File: src/rtl/imm_extender_pipe.sv
// Registered immediate extender (zero / sign / upper placement) with a
// valid/ready handshake and an output register backed by one skid entry.
module imm_extender_pipe #(
    parameter int IN_W  = 12,
    parameter int OUT_W = 16
) (
    input  logic             clk,
    input  logic             rst,
    input  logic             in_valid,
    output logic             in_ready,
    input  logic [IN_W-1:0]  in_imm,
    input  logic [1:0]       in_mode,
    output logic             out_valid,
    input  logic             out_ready,
    output logic [OUT_W-1:0] out_data,
    output logic             err,
    input  logic             err_clr
);

    localparam int PAD = OUT_W - IN_W;

    // Occupancy: EMPTY = nothing held, ONE = OREG only, FULL = OREG + SKID.
    typedef enum logic [1:0] {EMPTY, ONE, FULL} state_t;

    state_t             state_q, state_d;
    logic [OUT_W-1:0]   oreg_q, oreg_d;
    logic [OUT_W-1:0]   skid_q, skid_d;
    logic               err_q, err_d;
    logic [OUT_W-1:0]   ext;
    logic               acc, drain;

    assign acc   = in_valid & in_ready;
    assign drain = out_valid & out_ready;

    // Illegal mode falls through to zero extension.
    always_comb begin
        ext = {{PAD{1'b0}}, in_imm};
        case (in_mode)
            2'b01:   ext = {{PAD{in_imm[IN_W-1]}}, in_imm};
            2'b10:   ext = {in_imm, {PAD{1'b0}}};
            default: ext = {{PAD{1'b0}}, in_imm};
        endcase
    end

    always_ff @(posedge clk or posedge rst) begin
        if (rst) begin
            state_q <= EMPTY;
            oreg_q  <= '0;
            skid_q  <= '0;
            err_q   <= 1'b0;
        end else begin
            state_q <= state_d;
            oreg_q  <= oreg_d;
            skid_q  <= skid_d;
            err_q   <= err_d;
        end
    end

    always_comb begin
        state_d = state_q;
        case (state_q)
            EMPTY:   if (acc) state_d = ONE;
            ONE: begin
                if (acc && !drain)      state_d = FULL;
                else if (!acc && drain) state_d = EMPTY;
            end
            FULL:    if (drain) state_d = ONE;
            default: state_d = EMPTY;
        endcase
    end

    // SKID only fills while OREG is stuck; in FULL in_ready is low, so a
    // SKID->OREG move never coincides with an accept.
    always_comb begin
        oreg_d = oreg_q;
        skid_d = skid_q;
        if (!out_valid || drain) begin
            if (state_q == FULL) oreg_d = skid_q;
            else if (acc)        oreg_d = ext;
        end else if (acc) begin
            skid_d = ext;
        end
    end

    // Set wins over clear.
    assign err_d = (err_q & ~err_clr) | (acc & (in_mode == 2'b11));

    always_comb begin
        in_ready  = (state_q != FULL);
        out_valid = (state_q != EMPTY);
        out_data  = oreg_q;
        err       = err_q;
    end

endmodule
File: config.mk
export PLATFORM = sky130hd
export DESIGN_NAME = imm_extender_pipe
export DESIGN_NICKNAME = d
export VERILOG_FILES = /design/src/rtl/imm_extender_pipe.sv
export SDC_FILE = /design/constraint.sdc
export NUM_CORES = 1
export LEC_CHECK = 0
export CORE_MARGIN = 5
export CORE_UTILIZATION = 55
export CTS_CLUSTER_SIZE = 12
export DETAILED_ROUTE_END_ITERATION = 10
export PLACE_DENSITY = 0.85
export SKIP_CTS_REPAIR_TIMING = 1
export SLEW_MARGIN = 30
export SYNTH_ARGS = -nofsm -noshare
export SYNTH_HDL_FRONTEND = slang
export SYNTH_SLANG_ARGS = --single-unit
File: constraint.sdc
create_clock -name clk -period 2.5 [get_ports clk]
set_clock_uncertainty 0.05 [all_clocks]
set_input_delay 0.25 -clock clk [delete_from_list [all_inputs] [get_ports clk]]
set_output_delay 0.25 -clock clk [all_outputs]
set_load 0.01 [all_outputs]
==> results.json <==
{
  "status": "completed",
  "synth_area_mm2": 0.00189,
  "wirelength_um": 4140,
  "gp_congestion": 0.783,
  "ys_ff_latch": 35,
  "avgSynthCellArea_um2": 10.4,
  "finalPower_mw": 1.64,
  "setup_tns_ns": 0,
  "io_buffers": 37,
  "vias_per_cell": 5.82,
  "hp-class": "in -> async",
  "grt_use_met1_pct": 26.6,
  "met2_usage_pct": 31.9,
  "top_usage_layer": "met2",
  "clock_latency_ns": 0.34,
  "max_slew.worst_pin.slew_ns": 0.526,
  "syn_nets": 203,
  "n_antenna_cell": 0,
  "grt_pass1_wl_um": 7090,
  "met3_usage_pct": 5.02,
  "cts_root_buf": "clkbuf_4",
  "required_ns": 2.20,
  "fmax_ghz": 0.456,
  "crit_path_start_kind": "flop",
  "dr.pass1.iters": 4,
  "antenna_found_initial": 0,
  "place_area_mm2": 0.00222,
  "crit_type": "reg -> out",
  "max_slew_margin_pct": 65.0,
  "area_growth_pct": 21.2,
  "final_hold_viol_count": 0,
  "grt_max_degree": 36,
  "overflow": 0,
  "layout.nets": 237,
  "cts_max_level": 2,
  "critPathMaxFanout": 13,
  "drive_gt1_share_pct": 13.0,
  "vdd_ir_drop_max_mv": 0.480,
  "final_area_mm2": 0.00229,
  "fin_crit_ns": 2.19,
  "r2r-start": "state_q[1]",
  "syn_inst": 181,
  "rsz0062_at_grt": "false",
  "final_util_pct": 68.5,
  "via_count": 1525,
  "drtAntennaViolNets": 0,
  "power.density_mw_per_mm2": 717,
  "grt_pass1_vias": 1532,
  "start_util_pct": 56.5,
  "p_leak_nw": 0.956,
  "critPathLaunch": "state_q[1]",
  "die_area_mm2": 0.00470,
  "cp-end-kind": "output port",
  "finalSetupViolations": 0,
  "initialDrtViolationCount": 123,
  "routedWlPerCell_um": 15.8,
  "numCtsBuffers": 5,
  "slew_violations": 0,
  "cts_tree": "done",
  "ys_types": 31,
  "clockBufferDepth": 2,
  "num_rows": 21,
  "hpwl_um": 2990,
  "die_y_um": 68.6,
  "track_usage_pct": 20.6,
  "die_x_um": 68.6,
  "drc": 0,
  "clock_sinks": 35,
  "path_clk_slew_ns": 0.10,
  "core_area_mm2": 0.00334,
  "hold_ws_ns": 0.245,
  "period_share_pct": 87.7,
  "cp.arrival_ns": 1.89,
  "yosysWarnings": 0,
  "drv_cap": 0,
  "ioPinCount": 38,
  "ys_seq_area_share_pct": 46.4
}
## final timing paths
path | end | slack [ns] | depth (start not counted)
max | in_ready | 0.31 | 3
min | state_q[0] | 0.25 | 3
max reg2reg | out_data[3] | 0.67 | 3
min reg2reg | skid_q[10] | 0.45 | 2
max in group asynchronous | skid_q[1] | 1.85 | 3
min in group clk | err | 0.41 | 2
## worst max-delay path, cell delays in order, from the launching register on
cell and delay, ns:
dfrtp_1 0.64, nor2b_1 0.27, inv_2 0.13, clkdlybuf4s50_1 0.50
## cell usage after synthesis, drive strengths merged
master   n  share of area, %
o41ai    2              0.93
a21oi    1              0.26
o31ai   14               5.6
o211ai   8               3.2
mux2i    1              0.53
o22ai    1              0.33
o21a     1              0.80
or2      2              0.66
dfrtp   35                46
nor2    10               2.0
inv      6               1.2
mux2     8               4.8
clkbuf  12               5.1
nand3b  10               4.0
o21ai   22               6.0
a21boi   1              0.40
a22oi   11               4.4
nand2   17               3.4
nand3    1              0.26
ha       3               2.0
a221oi   8               4.4
nor2b    2              0.66
buf      5               2.8
## metrics by stage
stage / worst slack (ns) / std cells
6_report: 0.308 / 262
5_1_grt: 0.221 / 262
4_1_cts: 0.306 / 262
3_5_place_dp: 0.282 / 254
3_3_place_gp: 0.345 / 254
2_1_floorplan: 0.923 / 181
## cell families after synthesis
logic type / share of synthesized area (%)
compound gates: 26.3
fa+ha+maj: 1.99
buf+inv: 9.08
flops: 46.4
mux: 5.31
simple gates: 10.9
## where the power goes
group	internal (mW)	switching, mW
Clock	0.165	0.186
Combinational	0.273	0.237
Sequential	0.695	0.0849
Total	1.13	0.508
## cell type report
class                           instances  area [um2]
Fill cell                             260        1050
Sequential cell                        35         876
Multi-Input combinational cell        123         840
Timing Repair Buffer                   44         423
Clock buffer                            8        68.8
Tap cell                               46        57.6
Inverter                                6        22.5
## metal layers
| layer | wire, um | part of all wire [%] | vias to the layer above |
|---|---|---|---|
| met5 | 0 | 0 | - |
| met4 | 100 | 2.4 | 0 |
| met3 | 263 | 6.3 | 11 |
| met2 | 2010 | 49 | 55 |
| met1 | 1770 | 43 | 722 |
| li1 | - | - | 737 |
## cells in the final DEF (no fill, tap or decap), drive strengths merged, types with 3 or more instances in the layout
cell type	count
a22oi	11
nand2	17
nand3b	10
clkdlybuf4s50	37
o211ai	8
dfrtp	35
a221oi	8
inv	6
clkbuf	8
mux2	8
ha	3
o21ai	22
nor2	10
o31ai	14
buf	7
## sequential cells by signal (all words and copies together), names as in the netlist
register	flops
err	1
out_data	16
skid_q	16
state_q	2
Note: power is estimated with default switching activity, not from simulation.
